$ cat src/rtl/axis_pkg.sv
// Shared AXI-Stream definitions: default widths, the stored beat layout and
// the pointer-width helper used by the packet FIFO.
package axis_pkg;

  localparam int AXIS_DATA_W = 64;
  localparam int AXIS_KEEP_W = 8;

  typedef struct packed {
    logic [AXIS_DATA_W-1:0] data;
    logic [AXIS_KEEP_W-1:0] keep;
    logic                   last;
  } axis_beat_t;

  // One extra MSB lets equal-index pointers tell full from empty.
  function automatic int ptrWidth(input int depthLog2);
    return depthLog2 + 1;
  endfunction

endpackage

$ cat src/rtl/axis_pkt_fifo_ram.sv
// Beat storage for axis_pkt_fifo: synchronous write, TLAST fixup write, and an
// asynchronous read port.
module axis_pkt_fifo_ram #(
  parameter int ADDR_W = 4,
  parameter int DATA_W = 64,
  parameter int KEEP_W = 8
) (
  input  logic              clk,
  input  logic              wr_en_i,
  input  logic [ADDR_W-1:0] wr_addr_i,
  input  logic [DATA_W-1:0] wr_data_i,
  input  logic [KEEP_W-1:0] wr_keep_i,
  input  logic              wr_last_i,
  input  logic              fix_en_i,
  input  logic [ADDR_W-1:0] fix_addr_i,
  input  logic [ADDR_W-1:0] rd_addr_i,
  output logic [DATA_W-1:0] rd_data_o,
  output logic [KEEP_W-1:0] rd_keep_o,
  output logic              rd_last_o
);

  localparam int DEPTH = 1 << ADDR_W;

  logic [DATA_W+KEEP_W-1:0] payloadMem [DEPTH];
  logic                     lastMem    [DEPTH];

  always_ff @(posedge clk) begin
    if (wr_en_i) begin
      payloadMem[wr_addr_i] <= {wr_data_i, wr_keep_i};
    end
  end

  // TLAST lives in its own array so a force-commit can rewrite it alone.
  always_ff @(posedge clk) begin
    if (wr_en_i) begin
      lastMem[wr_addr_i] <= wr_last_i;
    end else if (fix_en_i) begin
      lastMem[fix_addr_i] <= 1'b1;
    end
  end

  assign {rd_data_o, rd_keep_o} = payloadMem[rd_addr_i];
  assign rd_last_o              = lastMem[rd_addr_i];

endmodule

$ cat src/rtl/axis_pkt_fifo.sv
// Store-and-forward AXI-Stream packet FIFO with oversize-packet force-split.
// Define AXIS_PKT_FIFO_STATS_EN to add input/output packet counters.
module axis_pkt_fifo
  import axis_pkg::*;
#(
  parameter int DEPTH_LOG2 = 4,
  parameter int TDATA_W    = AXIS_DATA_W
) (
  input  logic                 clk,
  input  logic                 rst,
  input  logic [TDATA_W-1:0]   S0_AXIS_TDATA,
  input  logic [TDATA_W/8-1:0] S0_AXIS_TKEEP,
  input  logic                 S0_AXIS_TLAST,
  input  logic                 S0_AXIS_TVALID,
  output logic                 S0_AXIS_TREADY,
  output logic [TDATA_W-1:0]   M0_AXIS_TDATA,
  output logic [TDATA_W/8-1:0] M0_AXIS_TKEEP,
  output logic                 M0_AXIS_TLAST,
  output logic                 M0_AXIS_TVALID,
  input  logic                 M0_AXIS_TREADY,
  output logic [DEPTH_LOG2:0]  level,
  output logic                 trunc_err
`ifdef AXIS_PKT_FIFO_STATS_EN
  ,
  output logic [31:0]          stat_pkts_in,
  output logic [31:0]          stat_pkts_out
`endif
);

  localparam int PW = ptrWidth(DEPTH_LOG2);
  localparam logic [PW-1:0] DEPTH_P = PW'(1 << DEPTH_LOG2);

  logic [PW-1:0] wrPtr_q, wrPtr_d;
  logic [PW-1:0] commitPtr_q, commitPtr_d;
  logic [PW-1:0] rdPtr_q, rdPtr_d;
  logic [PW-1:0] level_q, level_d;
  logic          truncErr_q, truncErr_d;

  logic full, wrEn, rdEn, forceCommit;
  logic [DEPTH_LOG2-1:0] fixAddr;

  assign full        = (wrPtr_q - rdPtr_q) == DEPTH_P;
  assign wrEn        = S0_AXIS_TVALID && !full;
  assign rdEn        = M0_AXIS_TVALID && M0_AXIS_TREADY;
  assign forceCommit = full && (commitPtr_q == rdPtr_q);
  assign fixAddr     = wrPtr_q[DEPTH_LOG2-1:0] - DEPTH_LOG2'(1);

  // A full, wholly uncommitted buffer cannot write or read, so the forced
  // commit never competes with a normal TLAST commit.
  always_comb begin
    wrPtr_d     = wrPtr_q;
    commitPtr_d = commitPtr_q;
    rdPtr_d     = rdPtr_q;
    truncErr_d  = truncErr_q;
    if (wrEn) begin
      wrPtr_d = wrPtr_q + PW'(1);
      if (S0_AXIS_TLAST) begin
        commitPtr_d = wrPtr_q + PW'(1);
      end
    end
    if (forceCommit) begin
      commitPtr_d = wrPtr_q;
      truncErr_d  = 1'b1;
    end
    if (rdEn) begin
      rdPtr_d = rdPtr_q + PW'(1);
    end
    level_d = wrPtr_d - rdPtr_d;
  end

  always_ff @(posedge clk) begin
    if (rst) begin
      wrPtr_q     <= '0;
      commitPtr_q <= '0;
      rdPtr_q     <= '0;
      level_q     <= '0;
      truncErr_q  <= 1'b0;
    end else begin
      wrPtr_q     <= wrPtr_d;
      commitPtr_q <= commitPtr_d;
      rdPtr_q     <= rdPtr_d;
      level_q     <= level_d;
      truncErr_q  <= truncErr_d;
    end
  end

  axis_pkt_fifo_ram #(
    .ADDR_W(DEPTH_LOG2),
    .DATA_W(TDATA_W),
    .KEEP_W(TDATA_W/8)
  ) u_ram (
    .clk       (clk),
    .wr_en_i   (wrEn),
    .wr_addr_i (wrPtr_q[DEPTH_LOG2-1:0]),
    .wr_data_i (S0_AXIS_TDATA),
    .wr_keep_i (S0_AXIS_TKEEP),
    .wr_last_i (S0_AXIS_TLAST),
    .fix_en_i  (forceCommit),
    .fix_addr_i(fixAddr),
    .rd_addr_i (rdPtr_q[DEPTH_LOG2-1:0]),
    .rd_data_o (M0_AXIS_TDATA),
    .rd_keep_o (M0_AXIS_TKEEP),
    .rd_last_o (M0_AXIS_TLAST)
  );

  assign S0_AXIS_TREADY = !full;
  assign M0_AXIS_TVALID = rdPtr_q != commitPtr_q;
  assign level          = level_q;
  assign trunc_err      = truncErr_q;

`ifdef AXIS_PKT_FIFO_STATS_EN
  logic [31:0] statIn_q, statOut_q;

  always_ff @(posedge clk) begin
    if (rst) begin
      statIn_q  <= '0;
      statOut_q <= '0;
    end else begin
      if ((wrEn && S0_AXIS_TLAST) || forceCommit) begin
        statIn_q <= statIn_q + 32'd1;
      end
      if (rdEn && M0_AXIS_TLAST) begin
        statOut_q <= statOut_q + 32'd1;
      end
    end
  end

  assign stat_pkts_in  = statIn_q;
  assign stat_pkts_out = statOut_q;
`else
  // Statistics counters are not built in this configuration.
`endif

endmodule
$ cat config.mk
export PLATFORM = sky130hd
export DESIGN_NAME = axis_pkt_fifo
export DESIGN_NICKNAME = d
export VERILOG_FILES = /design/src/rtl/axis_pkg.sv /design/src/rtl/axis_pkt_fifo_ram.sv /design/src/rtl/axis_pkt_fifo.sv
export SDC_FILE = /design/constraint.sdc
export NUM_CORES = 1
export LEC_CHECK = 0
export BUFFER_PORTS_ARGS = -buffer_cell sky130_fd_sc_hd__buf_2
export CORE_MARGIN = 2
export CORE_UTILIZATION = 41
export CTS_CLUSTER_DIAMETER = 120
export DETAILED_ROUTE_END_ITERATION = 6
export PLACE_DENSITY = 0.53
export SYNTH_ARGS = -nofsm -noshare
export SYNTH_HDL_FRONTEND = slang
export SYNTH_SLANG_ARGS = --single-unit
$ cat constraint.sdc
create_clock -name clk -period 12.95 [get_ports clk]
set_input_delay 1.295 -clock clk [delete_from_list [all_inputs] [get_ports clk]]
set_output_delay 1.295 -clock clk [all_outputs]
set_load 0.005 [all_outputs]
---- Word-level counts from Yosys, hierarchy flattened ----
Memories as Yosys holds them, arrays and structs flattened. A register that Yosys moved wholly into a read port is not among the register bits.
Cells that the tools add are included.
cells by class
  equality and inequality tests ........... 3
  shifts and indexed selects .............. 0
  $add $sub $neg .......................... 5
  bitwise gates (word level) .............. 0
  reduce and logical (&&, ||, !) cells .... 8
  magnitude comparators ................... 0
  multiply operators ...................... 0
  div/mod/pow operators ................... 0
  muxes and demuxes ....................... 15
operators with widths
  cell                   number
  $mux W5                5
  $mux W4                3
  $add A5 B1 Y5 const B  2
  $sub A5 B5 Y5          2
  $mux W1                7
  $eq A5 B5 Y1           1
  $eq A5 B5 Y1 const B   1
  $ne A5 B5 Y1           1
  $reduce_bool A2 Y1     2
  $sub A4 B1 Y4 const B  1
  $logic_and A1 B1 Y1    3
  $reduce_and A2 Y1      1
  $logic_not A1 Y1       1
  $reduce_or A1 Y1       1
word-level totals
  bits in read-only memories .............. 0
  memories kept ........................... 2
  output and inout port bits .............. 81
  flip-flop bits (word level) ............. 21
  bits in writable memories ............... 1168
  logic and storage cells ................. 38
  latch bits .............................. 0
  input bits .............................. 77
memory list
  name              words  bits a word  read ports  clocked after memory_dff  write ports  RTL line                 text
  u_ram.payloadMem  16     72           1           1                         1            axis_pkt_fifo_ram.sv:24  logic [DATA_W+KEEP_W-1:0] payloadMem [DEPTH];
  u_ram.lastMem     16     1            1           1                         1            axis_pkt_fifo_ram.sv:25  logic lastMem [DEPTH];

---- Logic depth before layout (Yosys ltp) ----
Gate-level depths: netlist (run 1).
  word-level depth ........................ 8
  depth in mapped cells ................... 18
  depth with buffers taken out ............ 14

---- By module ----
Synthesis (run 1) repeated with hierarchy kept, for this count alone.
unflattened totals
  cell total of the unflattened synthesis .. 1982
  area total of the unflattened synthesis .. 45123.3 um^2
modules (own cells, without submodules)
  module             area an instance (um^2)  cells an instance  sequential area each (um^2)  instances
  axis_pkt_fifo_ram  43872.1                  1842               35073.6                      1
  axis_pkt_fifo      1251.2                   140                420.4                        1

---- Least setup slack after synthesis (run 1) ----
Ideal clock, no wire load.
  path kind ............................... flip-flop to flip-flop
  start point ............................. register rdPtr_q[1]
  end point ............................... memory u_ram.payloadMem[2][0] (netlist bit), enable pin
  required time ........................... 12.359 ns
  buffers on the path ..................... 4
  path slack .............................. 5.229 ns
  library setup time ...................... 0.591 ns
  arrival ................................. 7.131 ns
  period minus slack after synthesis ...... 7.721 ns
  stages on the path, launching flop included .. 12
  cells stage by stage .................... dfxtp_1 -> buf_2 -> clkbuf_1 -> clkbuf_1 -> inv_1 -> ha_1 -> nand2b_1 -> o21bai_1 -> a31oi_1 -> buf_6 -> nand2_1 -> nor3_1
on the way
  longest elaborated chain between the ends .. 6
ends and longest elaborated chain
  item                           RTL line                 text
  start, declared                axis_pkt_fifo.sv:35      logic [PW-1:0] rdPtr_q, rdPtr_d;
  start signal, assigned         axis_pkt_fifo.sv:81      rdPtr_q <= rdPtr_d;
  $sub A5 B5 Y5                  axis_pkt_fifo.sv:42      assign full = (wrPtr_q - rdPtr_q) == DEPTH_P;
  $eq A5 B5 Y1                   axis_pkt_fifo.sv:42
  $logic_not A1 Y1               axis_pkt_fifo.sv:43      assign wrEn = S0_AXIS_TVALID && !full;
  $logic_and A1 B1 Y1            axis_pkt_fifo.sv:43
  $mux W1                        axis_pkt_fifo_ram.sv:28  if (wr_en_i) begin
  $mux W1 (not written as such)  axis_pkt_fifo_ram.sv:29  payloadMem[wr_addr_i] <= {wr_data_i, wr_keep_i};
  end, declared                  axis_pkt_fifo_ram.sv:24
Every way passes these cells.

==> results_dict.tcl, run 1 <==
set metrics [dict create \
    fp-row-count 122 \
    postCtsResizedCells 0 \
    synth_area_leaders "edfxtp_1, mux4_2, dfxtp_1" \
    fin_crit_sh_pct 50.8 \
    grt_pass1_vias 22000 \
    grt.overflow.total 0 \
    htree_levels 4 \
    r2r-start "rdPtr_q[3]" \
    cts_setup_buffers 0 \
    vias_per_cell 5.53 \
    hold_buffers 0 \
    fmax_mhz 152 \
    min_period_ns 6.58 \
    cp_slowest_cell "buf_4" \
    cpLargestDelayFamily "buffers and inverters" \
    postRouteAntennaNets 0 \
    rrSetupSlack_ns 7.59 \
    synthArstFlopShare_pct 0 \
    grt.total_usage_pct 18.9 \
    p_leak_nw 16.1 \
    core_area_um2 110000 \
    clk_pin_slew_ns 0.05 \
    ios 158 \
    cts_buffers 130 \
    relSlewSlack_pct 25.6 \
    place_inst 3433 \
    skew_ns 0.0302 \
    gp_congestion 0.741 \
    wire_per_inst_um 28.5 \
    synth_cells 1837 \
    dr.pass1.iters 5 \
    synth_top_cell_by_area "edfxtp_1" \
    routed_wl_um 104000 \
    r2r.worst_path.cells 9 \
    status "complete, no violations" \
    end_kind "primary output" \
    antenna_found_initial 19 \
    dieArea_um2 113000 \
    crit_top_cell "buf_4" \
    maxCapViolCount 0 \
    synth_edf_count 1168 \
    max-clock-path-buffers 3 \
    hold_violations 0 \
    cp_max_fo 71 \
    path_depth 6 \
    cts_sinks 1189 \
    port_buffers 157 \
    hpwl_um 51700 \
    min_path_type "flop to flop" \
    crit_required_ns 11.65 \
    rsz0062_at_grt "no" \
    drc 0 \
    netlist.area_leader.share_pct 77.3 \
    clockRootBuffer "clkbuf_16" \
    vdd_drop_max_mv 0.0934 \
    syn2layout_area_growth_pct 14.9 \
    synth_ff_type "edfxtp_1" \
    drv_slew 0 \
    seq_area_frac_synth_pct 78.3 \
    critical_path_class "flop to primary output" \
    hold_start "trunc_err" \
    r2r_end "u_ram.payloadMem[14][23]" \
    fin_tns_setup_ns 0 \
    grt_max_degree 113 \
    initialDrtViolationCount 1613 \
    ys_types 49 \
    cts_tree "yes" \
    synthesis.nets 1929 \
    min_to "trunc_err" \
    setup-violations-final 0 \
    worst_setup_path_start_kind "flop" \
    yosys_warnings 0 \
    critPathMaxStageDelay_ns 0.95 \
    syn_area_um2 45400 \
    crit_chain "buf_4, buf_4, buf_4, mux4_2, mux4_2, buf_2" \
    chipHeight_um 337 \
    hold_path_depth 2 \
    cp_data_arrival_time_ns 5.29 \
    final_cell_count_no_fill 3669 \
    grt_pass1_wl_um 153000 \
    yosysMostFrequentCell "edfxtp_1" \
    p_per_area_nw_per_um2 169 \
    synth-seq-cells 1189 \
    clk_latency_ns 0.73 \
    critPathBufInv 4 \
    drive_gt1_share_pct 35.8 \
    die_w_um 337 \
    routed-via-count 20300 \
    synthTopCellsByCount "edfxtp_1, mux4_2, clkbuf_1" \
    initial_utilization_pct 41.2 \
    layout.nets 2169 \
    syn_avg_cell_area_um2 24.7 \
    worst_slew_pin_slew_ns 1.11 \
]
==> state kept, by name, indices dropped and copies added, names as in the netlist <==
register          flops
u_ram.lastMem        16
u_ram.payloadMem   1152
level                 5
commitPtr_q           5
wrPtr_q               5
rdPtr_q               5
trunc_err             1
==> through the flow <==
| stage | utilization (%) | hold WS, ns | power, mW | worst slack, ns | instance area [um^2] |
|---|---|---|---|---|---|
| 2_1_floorplan | - | 0.455 | 5.11 | 5.23 | 45400 |
| 3_3_place_gp | 43.6 | 0.469 | 5.42 | 7.05 | 48100 |
| 3_5_place_dp | 43.6 | 0.469 | 5.44 | 6.98 | 48100 |
| 4_1_cts | 47.3 | 0.491 | 8.96 | 6.20 | 52100 |
| 5_1_grt | 47.3 | 0.540 | 9.17 | 5.96 | 52100 |
| 6_report | 47.3 | 0.491 | 8.83 | 6.37 | 52100 |
==> how the worst max path moves through the flow <==
stage	startpoint	to	slack [ns]
after floorplan	rdPtr_q[1]	u_ram.payloadMem[2][0]	5.23
after global placement	rdPtr_q[0]	M0_AXIS_TDATA[20]	7.05
after detailed placement	rdPtr_q[0]	M0_AXIS_TDATA[20]	6.98
after CTS	rdPtr_q[0]	M0_AXIS_TDATA[10]	6.20
after global routing	rdPtr_q[0]	M0_AXIS_TDATA[10]	5.96
final	rdPtr_q[1]	M0_AXIS_TDATA[62]	6.37
==> kinds of logic after synthesis <==
family	share of synthesized area, %
adder cells (fa/ha/maj)	0.430
AND/OR/NAND/NOR	1.08
flip-flops	78.3
buffers and inverters	1.08
AO/OA/AOI/OAI	0.703
multiplexers	18.1
XOR/XNOR	0.309
==> tightest hold or removal path, stage by stage, from the launching register on <==
cell	delay, ns
dfxtp_1	0.33
nor2_1	0.05
nor2_1	0.08
==> metal layers <==
metal  track usage (%)  vias up  part of all wire, %
li1                  -     8460                    -
met1              25.2    11100                   42
met2              31.1      484                   50
met3              4.02      201                  5.0
met4              6.51       20                  3.0
met5                 0        -                 0.11
==> where the power goes <==
part           switching [mW]  internal (mW)
clock                    1.47           2.04
combinational           0.483          0.524
sequential             0.0314           4.28
total                    1.99           6.84
==> cells in the final DEF (no fill, tap or decap), types with 3 or more instances in the layout <==
master      Yosys  layout
a31oi_1        10      10
and3_1          3       3
nor2b_1         5       5
xor2_1          8       8
nand2b_1        4       4
inv_6           1       6
nand2_1        14      14
bufinv_16       0       7
buf_4           0      41
clkinv_8        0       5
nor3_1         15      11
nor2_4          0      12
dfxtp_4         0       3
mux4_2        365     365
nor3_2          1       5
clkinv_1        0      29
nor4_1          3       3
edfxtp_1     1168    1168
diode_2         0       6
clkinv_2        0      24
clkbuf_1       47      21
dfxtp_1        21      18
buf_2          35     157
clkinvlp_4      0       3
inv_1          16      15
clkbuf_16       0     134
ha_1           14      14
nor2_1         40      28
nand3_1         7       7
a21oi_1         4       4
xnor2_1         8       8
o21ai_0         6       6
==> area by class of cell <==
cell class | instances | area, um^2
flip-flops and latches | 1189 | 35500
clock buffers | 155 | 3430
inverters | 17 | 73.8
clock inverters | 75 | 618
repair buffers | 200 | 1130
multi-input cells | 539 | 9490
well taps | 1488 | 1860
fillers | 9079 | 58100
diodes | 6 | 15.0
(Power assumes the default switching activity.)
==> inputs of run 2 (changes only) <==
- clock period: 12.95 -> 6.2 ns (I/O delays scaled with it)
==> run 2 against run 1 <==
  * Sequential power rose by 110%
  * Non-clock buffer count rose by 4
  * Clock skew fell by 0.010 ns
  * Global-route usage fell by 0.37 points
  * Die area did not move
  * Sequential share of layout area rose by 0.15 points
  * Power rose by 100%
  * Wire length fell by 0.65%
  * Clock power rose by 97%
  * Largest cell class unchanged
  * Largest power group unchanged
  * Highest routed layer unchanged
==> results_dict.tcl, run 2 (synthesized netlist as in run 1, its figures left out) <==
set metrics [dict create \
    dr.pass1.iters 5 \
    final_common_cell "edfxtp_1" \
    cts_setup_buffers 0 \
    grt_max_degree 96 \
    r2r.worst_path.cells 8 \
    crit_required_ns 5.58 \
    holdWs_ns 0.281 \
    vdd_drop_max_mv 0.262 \
    hold_buffers 0 \
    p_leak_nw 16.0 \
    wire_per_inst_um 28.4 \
    layout.nets 2163 \
    fp-row-count 122 \
    htree_levels 3 \
    cp_slowest_cell "dfxtp_4" \
    vias_per_cell 5.51 \
    hold_violations 0 \
    critPathMaxStageDelay_ns 0.88 \
    postCtsResizedCells 0 \
    die_w_um 337 \
    fin_util_pct 47.2 \
    initial_utilization_pct 41.2 \
    min_path_type "primary input to flop" \
    drive_gt1_share_pct 34.9 \
    postRouteAntennaNets 0 \
    multi_input_area_um2 9510 \
    crit_chain "buf_4, buf_4, mux4_2, mux4_2, buf_2" \
    grt.total_usage_pct 18.6 \
    core_area_um2 110000 \
    setup-violations-final 0 \
    cts_tree "yes" \
    initialDrtViolationCount 1728 \
    status "complete, no violations" \
    largest_reg_flops 1152 \
    skew_ns 0.0199 \
    cts_buffers 120 \
    fin_crit_sh_pct 85.6 \
    regArea_um2 35500 \
    cp_max_fo 70 \
    worst_slew_pin_slew_ns 1.16 \
    antenna_found_initial 16 \
    ios 158 \
    fillers 9055 \
    drv_slew 0 \
    drc 0 \
    antennaDiodeCount 0 \
    syn2layout_area_growth_pct 14.7 \
    min_period_ns 5.31 \
    hold_path_depth 4 \
    top_register "u_ram.payloadMem" \
    most-common-layout-cells "edfxtp_1, mux4_2, buf_2" \
    clk_pin_slew_ns 0.06 \
    chipHeight_um 337 \
    hpwl_um 56600 \
    clockRootBuffer "clkbuf_16" \
    maxCapViolCount 0 \
    max-clock-path-buffers 3 \
    critical_path_class "flop to primary output" \
    relSlewSlack_pct 22.2 \
    p_per_area_nw_per_um2 348 \
    cp_data_arrival_time_ns 4.69 \
    clk_latency_ns 0.68 \
    gp_congestion 0.780 \
    worst_setup_path_start_kind "flop" \
    grt_pass1_wl_um 152000 \
    rsz0062_at_grt "no" \
    dieArea_um2 113000 \
    fmax_mhz 188 \
    routed_wl_um 104000 \
    routed-via-count 20200 \
    fin_tns_setup_ns 0 \
    end_kind "primary output" \
    cts_sinks 1189 \
    reg_top3 "u_ram.payloadMem (1152), u_ram.lastMem (16)" \
    grt_pass1_vias 21500 \
    grt.overflow.total 0 \
    port_buffers 157 \
]
## run 2: cell count changes in the layout (fill, tap and decap cells not counted), moves of 2 or more
cell / delta
buf_12: +12
buf_4: -8
bufinv_16: +2
clkbuf_1: +9
clkbuf_16: -11
clkinv_1: +8
clkinv_2: -6
clkinv_8: -5
diode_2: -6
nor3_2: -4
nor3_4: +4
## run 2: layout make-up
cell class,instances,area share (%)
Multi-Input combinational cell,539,18.3
Inverter,17,0.142
Clock inverter,70,1.06
Sequential cell,1189,68.3
Clock buffer,153,6.13
Timing Repair Buffer,204,2.53
Tap cell,1488,3.58
## run 2: worst paths after layout
kind,start,slack [ns],end
worst max-delay path,rdPtr_q[1],0.89,M0_AXIS_TDATA[41]
worst min-delay path,S0_AXIS_TLAST,0.28,commitPtr_q[0]
worst max register to register,rdPtr_q[3],1.50,u_ram.payloadMem[8][25]
worst min register to register,trunc_err,0.48,trunc_err
## run 2: report_power, final
group	total [mW]	internal, mW	switching, mW
clock	6.90	3.98	2.92
sequential	9.03	8.95	0.0824
combinational	2.16	1.11	1.06
## run 2: metal layers
metal	track usage [%]	part of all wire, %	up-vias
li1	-	-	8436
met1	25.8	43	11000
met2	30.8	50	554
met3	3.37	5.1	147
met4	4.08	1.9	10
met5	0	0.059	-
## run 2: per-stage QoR
stage / setup slack (ns) / std cells / power, mW / cell area, um^2
after CTS: 0.803 / 3660 / 18.3 / 52000
after floorplan: 0.411 / 1837 / 10.7 / 45400
after detailed placement: 1.51 / 3437 / 11.4 / 48300
after global placement: 1.53 / 3437 / 11.4 / 48300
after global routing: 0.707 / 3660 / 18.8 / 52000
final: 0.894 / 3660 / 18.1 / 52000
## run 2: worst max-delay path: cells and delay by family (launching register included)
family	cells	cell delay [ns]
buffers and inverters	3	1.84
muxes	2	0.99
DFF	1	0.88
==> inputs of run 3 (changes only) <==
- PLACE_DENSITY: 0.53 -> 0.65
==> run 3 against run 2 <==
  * Clock power up 2%
  * Global-route usage down 0.79 points
  * Critical path type unchanged
  * Sequential share of layout area shrank 0.28 points
  * Die area is the same
  * Clock-buffer cell count fell by 17
  * Sequential power about the same
  * Combinational power fell by 3%
  * Register-to-register slack gained 0.59 ns
==> results_dict.tcl, run 3 (synthesized netlist as in run 1, its figures left out) <==
set metrics [dict create \
    clk_latency_ns 0.72 \
    htree_levels 3 \
    cpLargestDelayFamily "buffers and inverters" \
    vdd_drop_max_mv 0.235 \
    die_w_um 337 \
    grt_max_degree 97 \
    cp_data_arrival_time_ns 4.51 \
    critical_path_class "flop to primary output" \
    worst_slew_pin_slew_ns 1.16 \
    most-common-layout-cells "edfxtp_1, mux4_2, buf_2" \
    dpl_cell_area_um2 48300 \
    layout.nets 2156 \
    grt.overflow.total 0 \
    cts_buffers 117 \
    fin_crit_sh_pct 82.8 \
    cts_setup_buffers 0 \
    reg_top3 "u_ram.payloadMem (1152), u_ram.lastMem (16)" \
    hold_buffers 0 \
    clockRootBuffer "clkbuf_16" \
    hold_violations 0 \
    min_period_ns 5.13 \
    fmax_mhz 195 \
    maxCapViolCount 0 \
    fin_util_pct 47.4 \
    clk_pin_slew_ns 0.07 \
    place_inst 3433 \
    wire_per_inst_um 27.3 \
    antenna_found_initial 19 \
    top_register "u_ram.payloadMem" \
    stdcell_area_um2 52200 \
    crit_chain "buf_4, buf_4, mux4_2, mux4_2, buf_2" \
    ios 158 \
    relSlewSlack_pct 22.5 \
    critPathBufInv 3 \
    crit_required_ns 5.58 \
    cp_max_fo 70 \
    routed-via-count 20300 \
    syn2layout_area_growth_pct 15.1 \
    p_total_mw 18.2 \
    vias_per_cell 5.57 \
    min_path_type "primary input to flop" \
    critPathMaxStageDelay_ns 1.01 \
    initialDrtViolationCount 2189 \
    grt_pass1_vias 21500 \
    skew_ns 0.0538 \
    routed_wl_um 99600 \
    dieArea_um2 113000 \
    initial_utilization_pct 41.2 \
    cp_slowest_cell "dfxtp_4" \
    dr.pass1.iters 6 \
    max-clock-path-buffers 3 \
    setup-violations-final 0 \
    grt.total_usage_pct 17.8 \
    fp-row-count 122 \
    final_common_cell "edfxtp_1" \
    cts_tree "yes" \
    grt_pass1_wl_um 146000 \
    port_buffers 157 \
    postCtsResizedCells 0 \
    drv_slew 0 \
    hpwl_um 52000 \
    fillers 8893 \
    status "complete, no violations" \
    cts_sinks 1189 \
    p_per_area_nw_per_um2 349 \
    rsz0062_at_grt "no" \
    rrSetupSlack_ns 2.09 \
    worst_setup_path_start_kind "flop" \
    fin_tns_setup_ns 0 \
    largest_reg_flops 1152 \
    chipHeight_um 337 \
    drc 0 \
    p_leak_nw 16.0 \
    gp_congestion 0.745 \
    drive_gt1_share_pct 35.6 \
    core_area_um2 110000 \
    end_kind "primary output" \
    final_cell_count_no_fill 3652 \
    postRouteAntennaNets 0 \
]
[run 3: changes by cell type in the layout (fill, tap and decap cells not counted), sizes merged]
cell | previous run | this run
clkbuf | 153 | 136
bufinv | 9 | 14
buf | 204 | 200
clkinv | 55 | 59
diode | 0 | 4
clkinvlp | 2 | 4
inv | 21 | 19
[run 3: layer usage]
metal | track usage [%] | vias up | wire [um]
met5 | 0 | - | 64
met2 | 30.0 | 715 | 51000
met3 | 2.97 | 154 | 6030
met1 | 24.1 | 11000 | 40400
li1 | - | 8426 | -
met4 | 4.61 | 12 | 2190
[run 3: worst reg2reg max path, cell delays in order (launching register included)]
cell and delay (ns):
dfxtp_4 1.01, inv_1 0.13, ha_1 0.24, nand2b_1 0.18, o21bai_1 0.21, a31oi_1 0.20
buf_4 0.22, nand2_1 0.24, nor2_4 0.82, buf_4 0.49
[run 3: final cells by class]
type | count | area, um^2 | share of cell area (%)
Clock buffer | 136 | 3020 | 5.78
Tap cell | 1488 | 1860 | 3.57
Sequential cell | 1189 | 35500 | 68.0
Inverter | 17 | 73.8 | 0.141
Antenna cell | 4 | 10.0 | 0.0192
Timing Repair Buffer | 200 | 1380 | 2.65
Multi-Input combinational cell | 539 | 9510 | 18.2
Clock inverter | 79 | 858 | 1.64
[run 3: worst paths after layout]
check                                           endpoint             start  cells after the start
worst max-delay path                    M0_AXIS_TDATA[4]        rdPtr_q[1]                      5
worst min-delay path            u_ram.payloadMem[14][13]  S0_AXIS_TDATA[5]                      1
worst max register to register   u_ram.payloadMem[14][3]        rdPtr_q[1]                      9
worst min register to register                 trunc_err         trunc_err                      2
[run 3: report_power, final]
group | internal, mW | leakage, nW | switching (mW)
registers | 8.95 | 10.7 | 0.0969
logic | 1.11 | 3.42 | 0.996
clock network | 4.08 | 1.89 | 2.99
total | 14.1 | 16.0 | 4.08
[run 3: through the flow]
stage	setup slack [ns]	hold WS, ns
6_report	1.07	0.272
5_1_grt	0.931	0.246
4_1_cts	1.04	0.216
3_5_place_dp	1.83	0.458
3_3_place_gp	1.88	0.455
2_1_floorplan	0.411	0.455
